File: config.mk
export PLATFORM = sky130hd
export DESIGN_NAME = mem_stage_lsu_flat
export DESIGN_NICKNAME = d
export VERILOG_FILES = /design/src/rtl/mem_stage_lsu_if.sv /design/src/rtl/mem_stage_lsu.sv /design/src/flat_wrapper.sv
export SDC_FILE = /design/constraint.sdc
export NUM_CORES = 1
export LEC_CHECK = 0
export CAP_MARGIN = 20
export CORE_MARGIN = 2
export CORE_UTILIZATION = 40
export DETAILED_ROUTE_END_ITERATION = 8
export PLACE_DENSITY = 0.79
export SETUP_SLACK_MARGIN = 0.05
export SYNTH_ARGS = -nofsm -noshare
export SYNTH_HDL_FRONTEND = slang
export SYNTH_SLANG_ARGS = --single-unit
File: constraint.sdc
create_clock -name clk -period 3.63 [get_ports clk]
set_clock_uncertainty 0.05 [all_clocks]
set_input_delay 0.9075 -clock clk [delete_from_list [all_inputs] [get_ports clk]]
set_output_delay 0.9075 -clock clk [all_outputs]
set_load 0.01 [all_outputs]
File: src/rtl/mem_stage_lsu_if.sv
// Data-memory port between the MEM-stage LSU (master) and the data memory (slave).
// Valid/ready request channel plus a valid-only read-response channel.
interface mem_stage_lsu_if #(
  parameter int unsigned XLEN   = 64,
  parameter int unsigned STRB_W = XLEN / 8
);
  logic              dmem_req_valid;
  logic              dmem_req_ready;
  logic              dmem_req_we;
  logic [XLEN-1:0]   dmem_req_addr;
  logic [XLEN-1:0]   dmem_req_wdata;
  logic [STRB_W-1:0] dmem_req_strb;
  logic              dmem_rsp_valid;
  logic [XLEN-1:0]   dmem_rsp_rdata;

  modport master (
    output dmem_req_valid,
    output dmem_req_we,
    output dmem_req_addr,
    output dmem_req_wdata,
    output dmem_req_strb,
    input  dmem_req_ready,
    input  dmem_rsp_valid,
    input  dmem_rsp_rdata
  );

  modport slave (
    input  dmem_req_valid,
    input  dmem_req_we,
    input  dmem_req_addr,
    input  dmem_req_wdata,
    input  dmem_req_strb,
    output dmem_req_ready,
    output dmem_rsp_valid,
    output dmem_rsp_rdata
  );
endinterface

File: src/rtl/mem_stage_lsu.sv
// RV64I MEM-stage load/store unit: issues one data-memory transaction per access,
// formats load data into ld_data_M and stalls the pipeline while the access is in flight.
module mem_stage_lsu #(
  parameter int unsigned XLEN   = 64,
  parameter int unsigned STRB_W = XLEN / 8
) (
  input  logic            clk,
  input  logic            rst,
  input  logic            op_valid_M,
  input  logic            is_load_M,
  input  logic            is_store_M,
  input  logic [2:0]      funct3_M,
  input  logic [XLEN-1:0] alu_out_M,
  input  logic [XLEN-1:0] rs2_data_M,
  mem_stage_lsu_if.master dmem,
  output logic [XLEN-1:0] ld_data_M,
  output logic            lsu_stall,
  output logic            misalign_M
);
  localparam int unsigned OFF_W = $clog2(STRB_W);

  typedef enum logic [1:0] {StIdle, StReq, StWait, StDone} state_e;

  state_e            r_state;
  logic              r_req_valid;
  logic              r_we;
  logic [XLEN-1:0]   r_addr;
  logic [XLEN-1:0]   r_wdata;
  logic [STRB_W-1:0] r_strb;
  logic [2:0]        r_funct3;
  logic [OFF_W-1:0]  r_off;
  logic [XLEN-1:0]   r_ld_data;

  logic              w_access;
  logic              w_misaligned;
  logic              w_illegal;
  logic              w_go;
  logic [OFF_W-1:0]  w_off;
  logic [STRB_W-1:0] w_mask;
  logic [XLEN-1:0]   w_rsh;
  logic [XLEN-1:0]   w_ld_fmt;

  assign w_off    = alu_out_M[OFF_W-1:0];
  assign w_access = op_valid_M & (is_load_M | is_store_M);

  always_comb begin
    w_mask       = '0;
    w_misaligned = 1'b0;
    unique case (funct3_M[1:0])
      2'd0: w_mask = STRB_W'(1);
      2'd1: begin
        w_mask       = STRB_W'(3);
        w_misaligned = (w_off & OFF_W'(1)) != '0;
      end
      2'd2: begin
        w_mask       = STRB_W'(15);
        w_misaligned = (w_off & OFF_W'(3)) != '0;
      end
      default: begin
        w_mask       = '1;
        w_misaligned = w_off != '0;
      end
    endcase
  end

  // Loads take priority, so a load/store overlap is judged by the load encoding.
  assign w_illegal  = is_load_M ? (funct3_M == 3'b111) : funct3_M[2];
  assign w_go       = w_access & ~w_misaligned & ~w_illegal;
  assign misalign_M = w_access & w_misaligned;

  assign w_rsh = dmem.dmem_rsp_rdata >> {r_off, 3'b000};

  always_comb begin
    w_ld_fmt = w_rsh;
    case (r_funct3)
      3'b000:  w_ld_fmt = {{(XLEN-8){w_rsh[7]}}, w_rsh[7:0]};
      3'b001:  w_ld_fmt = {{(XLEN-16){w_rsh[15]}}, w_rsh[15:0]};
      3'b010:  w_ld_fmt = {{(XLEN-32){w_rsh[31]}}, w_rsh[31:0]};
      3'b100:  w_ld_fmt = {{(XLEN-8){1'b0}}, w_rsh[7:0]};
      3'b101:  w_ld_fmt = {{(XLEN-16){1'b0}}, w_rsh[15:0]};
      3'b110:  w_ld_fmt = {{(XLEN-32){1'b0}}, w_rsh[31:0]};
      default: w_ld_fmt = w_rsh;
    endcase
  end

  always_ff @(posedge clk or negedge rst) begin
    if (!rst) begin
      r_state     <= StIdle;
      r_req_valid <= 1'b0;
      r_we        <= 1'b0;
      r_addr      <= '0;
      r_wdata     <= '0;
      r_strb      <= '0;
      r_funct3    <= '0;
      r_off       <= '0;
      r_ld_data   <= '0;
    end else begin
      unique case (r_state)
        StIdle: begin
          if (w_go) begin
            r_state     <= StReq;
            r_req_valid <= 1'b1;
            r_we        <= ~is_load_M;
            r_addr      <= {alu_out_M[XLEN-1:OFF_W], OFF_W'(0)};
            r_wdata     <= rs2_data_M << {w_off, 3'b000};
            r_strb      <= w_mask << w_off;
            r_funct3    <= funct3_M;
            r_off       <= w_off;
          end
        end
        StReq: begin
          if (dmem.dmem_req_ready) begin
            r_req_valid <= 1'b0;
            r_state     <= r_we ? StDone : StWait;
          end
        end
        StWait: begin
          if (dmem.dmem_rsp_valid) begin
            r_ld_data <= w_ld_fmt;
            r_state   <= StDone;
          end
        end
        // The instruction is still visible on the inputs here; never re-issue it.
        StDone: r_state <= StIdle;
      endcase
    end
  end

  always_comb begin
    lsu_stall = 1'b0;
    unique case (r_state)
      StIdle:        lsu_stall = w_go;
      StReq, StWait: lsu_stall = 1'b1;
      StDone:        lsu_stall = 1'b0;
    endcase
  end

  assign dmem.dmem_req_valid = r_req_valid;
  assign dmem.dmem_req_we    = r_we;
  assign dmem.dmem_req_addr  = r_addr;
  assign dmem.dmem_req_wdata = r_wdata;
  assign dmem.dmem_req_strb  = r_strb;
  assign ld_data_M           = r_ld_data;
endmodule
File: src/flat_wrapper.sv
// flat-port wrapper written by rule: the top's interface ports become plain ports
module mem_stage_lsu_flat 
#(
  parameter int unsigned XLEN   = 64,
  parameter int unsigned STRB_W = XLEN / 8
)
  (clk, rst, op_valid_M, is_load_M, is_store_M, funct3_M, alu_out_M, rs2_data_M, ld_data_M, lsu_stall, misalign_M, dmem_dmem_req_valid, dmem_dmem_req_we, dmem_dmem_req_addr, dmem_dmem_req_wdata, dmem_dmem_req_strb, dmem_dmem_req_ready, dmem_dmem_rsp_valid, dmem_dmem_rsp_rdata);
  mem_stage_lsu_if #(.XLEN(XLEN), .STRB_W(STRB_W)) dmem_i ();
  input  logic clk;
  input  logic rst;
  input  logic op_valid_M;
  input  logic is_load_M;
  input  logic is_store_M;
  input  logic [2:0] funct3_M;
  input  logic [XLEN-1:0] alu_out_M;
  input  logic [XLEN-1:0] rs2_data_M;
  output logic [XLEN-1:0] ld_data_M;
  output logic lsu_stall;
  output logic misalign_M;
  output wire logic [$bits(dmem_i.dmem_req_valid)-1:0] dmem_dmem_req_valid;
  output wire logic [$bits(dmem_i.dmem_req_we)-1:0] dmem_dmem_req_we;
  output wire logic [$bits(dmem_i.dmem_req_addr)-1:0] dmem_dmem_req_addr;
  output wire logic [$bits(dmem_i.dmem_req_wdata)-1:0] dmem_dmem_req_wdata;
  output wire logic [$bits(dmem_i.dmem_req_strb)-1:0] dmem_dmem_req_strb;
  input wire logic [$bits(dmem_i.dmem_req_ready)-1:0] dmem_dmem_req_ready;
  input wire logic [$bits(dmem_i.dmem_rsp_valid)-1:0] dmem_dmem_rsp_valid;
  input wire logic [$bits(dmem_i.dmem_rsp_rdata)-1:0] dmem_dmem_rsp_rdata;
  assign dmem_dmem_req_valid = dmem_i.dmem_req_valid;
  assign dmem_dmem_req_we = dmem_i.dmem_req_we;
  assign dmem_dmem_req_addr = dmem_i.dmem_req_addr;
  assign dmem_dmem_req_wdata = dmem_i.dmem_req_wdata;
  assign dmem_dmem_req_strb = dmem_i.dmem_req_strb;
  assign dmem_i.dmem_req_ready = dmem_dmem_req_ready;
  assign dmem_i.dmem_rsp_valid = dmem_dmem_rsp_valid;
  assign dmem_i.dmem_rsp_rdata = dmem_dmem_rsp_rdata;
  mem_stage_lsu #(.XLEN(XLEN), .STRB_W(STRB_W)) u_core (.clk(clk), .rst(rst), .op_valid_M(op_valid_M), .is_load_M(is_load_M), .is_store_M(is_store_M), .funct3_M(funct3_M), .alu_out_M(alu_out_M), .rs2_data_M(rs2_data_M), .dmem(dmem_i), .ld_data_M(ld_data_M), .lsu_stall(lsu_stall), .misalign_M(misalign_M));
endmodule
==> results.toml <==
[status]
status = "finished clean"

[die]
die_area_um2 = 30000
rows = 61
initial_core_util_pct = 40.9
pin_count = 406
die_y_um = 173
die_w_um = 173
core_um2 = 28000

[logic_synthesis]
syn_area_um2 = 11500
synth.most_common_cell = "nand2_1"
syn_inst = 1244
async_reset_ff_share_pct = 100
synth_top_area_cell = "dfrtp_1"
synthTopCellsByCount = "nand2_1 (313), dfrtp_1 (207), mux2i_1 (97), nor2_1 (93), clkbuf_1 (74)"
syn-mean-instance-area_um2 = 9.21
synth_warnings = 0
ys_top_cells_by_area = "dfrtp_1 (45%), nand2_1 (10%), mux2i_1 (8.5%)"
ys_types = 47
seq_area_frac_synth_pct = 45.2
synth_top_flop_cell = "dfrtp_1"
synth_edf_count = 0
synth_top_area_share_pct = 45.2
synth-seq-cells = 207

[cts]
cts_tree = "built"
cts.clk_slew.worst_paths_ns = 0.06
clock_latency_ns = 0.53
cts-buffers-inserted = 26
htreeDepth = 1
cts_setup_buffers = 0
cts_sinks = 207
clockRootBuffer = "clkbuf_16"
cts_buffer_depth = 3

[power]
total_power_uw = 14200
ir_drop_mv = 0.506
power_frac_comb_pct = 48.7
seq_power_share_pct = 30.3
p_int_uw = 8850
p_sw_share_pct = 37.5
p_switching_uw = 5320
power.leakage_uw = 0.00729
power-per-cell-area_nw_per_um2 = 837
power_frac_clock_pct = 21.1

[place]
place_hpwl_um = 31600
place_congestion = 0.901
dp_slack_ns = -0.185
port_buffers = 402
dp_cells = 1962

[cells_and_area]
nets = 1818
layout-drive-gt1-share_pct = 11.0
stdcell_count = 2014
areaGrowthSynthToFinish_pct = 47.8

[setup_path]
crit_type = "input port to output port"
cp-end-kind = "output port"
startpoint_type = "input port"
cp.arrival_ns = 2.54
crit_required_ns = 2.67
critPathLaunch = "funct3_M[0]"
r2r_start = "u_core.r_off[2]$_DFFE_PN0P_"
crit_fanout = 4

[drt]
m1WireLength_um = 16200
met2WireLength_um = 20500
drt-initial-drc-count = 925
wl_per_cell_um = 21.4
finalWirelength_um = 43100
vias_per_cell = 5.63
firstDrtPassIters = 5
num_vias = 11341
top_layer = "met4"
wl_met3_um = 4390
ant_nets = 0
remaining_drc_errors = 0

[global_routing]
grt_max_degree = 91
grt_pass1_wl_um = 66000
antenna_found_initial = 4
grt_use_total_pct = 27.8
grt_pass1_vias = 11268
grt-ovfl-total = 0

[sta]
drv_slew = 0
min_period_ns = 3.50
worst_pin_slew_ns = 0.976
hold_viol_final = 0
setup_viol_count_final = 0
finalWorstSetupSlack_ns = 0.129
max_freq_mhz = 286
fin_crit_sh_pct = 96.4
maxSlewHeadroom_pct = 34.9
rsz0062_at_grt = "no"

[min_path]
hold_class = "input port to async pin"

[job]
drv_cap = 0
[metal layers]
metal	GRT usage, %	vias to the layer above
met2	45.5	660
met3	7.94	102
met4	13.1	0
met5	0	-
met1	34.0	5468
li1	-	5111
[metrics by stage]
| step | util (%) | area [um^2] | setup TNS (ns) | hold WS [ns] |
|---|---|---|---|---|
| 2_1_floorplan | - | 11500 | 0 | 0.457 |
| 3_3_place_gp | 56.9 | 15900 | -0.184 | 0.404 |
| 3_5_place_dp | 56.9 | 15900 | -0.185 | 0.411 |
| 4_1_cts | 60.4 | 16900 | 0 | 0.342 |
| 5_1_grt | 60.4 | 16900 | 0 | 0.354 |
| 6_report | 60.4 | 16900 | 0 | 0.323 |
[registers in the layout (all words and copies together) (netlist names)]
register / flops
u_core.ld_data_M: 64
u_core.r_state: 2
u_core.dmem.dmem_req_wdata: 64
u_core.dmem.dmem_req_we: 1
u_core.dmem.dmem_req_addr: 61
u_core.dmem.dmem_req_strb: 8
u_core.r_off: 3
u_core.dmem.dmem_req_valid: 1
u_core.r_funct3: 3
[final timing paths]
check | to | slack, ns | cells past startpoint
worst max-delay path | misalign_M | 0.13 | 6
worst min-delay path | u_core.ld_data_M[0]$_DFFE_PN0P_ | 0.32 | 1
worst min register to register | u_core.dmem.dmem_req_addr[7]$_DFFE_PN0P_ | 0.42 | 2
worst max register to register | u_core.ld_data_M[63]$_DFFE_PN0P_ | 0.91 | 7
min in group clk | u_core.dmem.dmem_req_addr[7]$_DFFE_PN0P_ | 0.42 | 2
max in group asynchronous | u_core.dmem.dmem_req_addr[39]$_DFFE_PN0P_ | 2.33 | 2
[layout by cell type (no fill, tap or decap), drive strengths merged, types with 2 or more instances in the layout]
master	instances
clkdlybuf4s50	397
nand2	313
dfrtp	207
mux2i	97
nor2	93
o21ai	69
a21oi	62
buf	48
a211oi	36
clkbuf	35
a31oi	31
mux2	30
mux4	27
o31ai	26
nor2b	22
inv	14
a22oi	13
o21a	12
o221ai	10
or3	9
nand3	8
o22ai	8
or2	7
bufinv	7
a2bb2oi	6
nand2b	6
diode	5
a211o	5
clkinv	5
ha	4
nor3	4
a41oi	3
conb	3
and3	2
o32ai	2
clkinvlp	2
[area by class of cell]
class,instances,area (um^2)
clock buffers,33,738
flip-flops and latches,207,5180
well taps,378,473
fillers,2332,11100
repair buffers,447,4410
multi-input cells,916,5800
diodes,5,12.5
clock inverters,14,258
inverters,14,52.6
[kinds of logic after synthesis]
kind of cell	after synthesis	share of synthesized area [%]
DFF	207	45.2
other	1	0.0327
and+or+nand+nor	466	16.6
adders and majority gates	4	0.437
AOI/OAI and AO/OA	289	16.5
muxes	154	16.7
buffers and inverters	123	4.43
[repair_timing]
item / in CTS / in global routing
hold buffers: 0 / 0
resized for setup: 1 / 3
endpoints found under the setup margin: 1 / 2
[power by group through the flow]
stage | clock [uW] | sequential, uW | combinational (uW)
after CTS | 3040 | 4280 | 6920
after global placement | 0 | 4260 | 6780
after global routing | 3130 | 4410 | 7410
after detailed placement | 0 | 4290 | 6870
final | 2980 | 4290 | 6900
after floorplan | 0 | 4500 | 3050
[worst max-delay path, cell delays in order]
cell             delay (ns)
clkdlybuf4s50_1        0.54
a21oi_1                0.11
o21ai_2                0.13
buf_4                  0.17
o211a_1                0.15
clkdlybuf4s50_1        0.53
No activity file was read; power rests on OpenSTA's default activity.
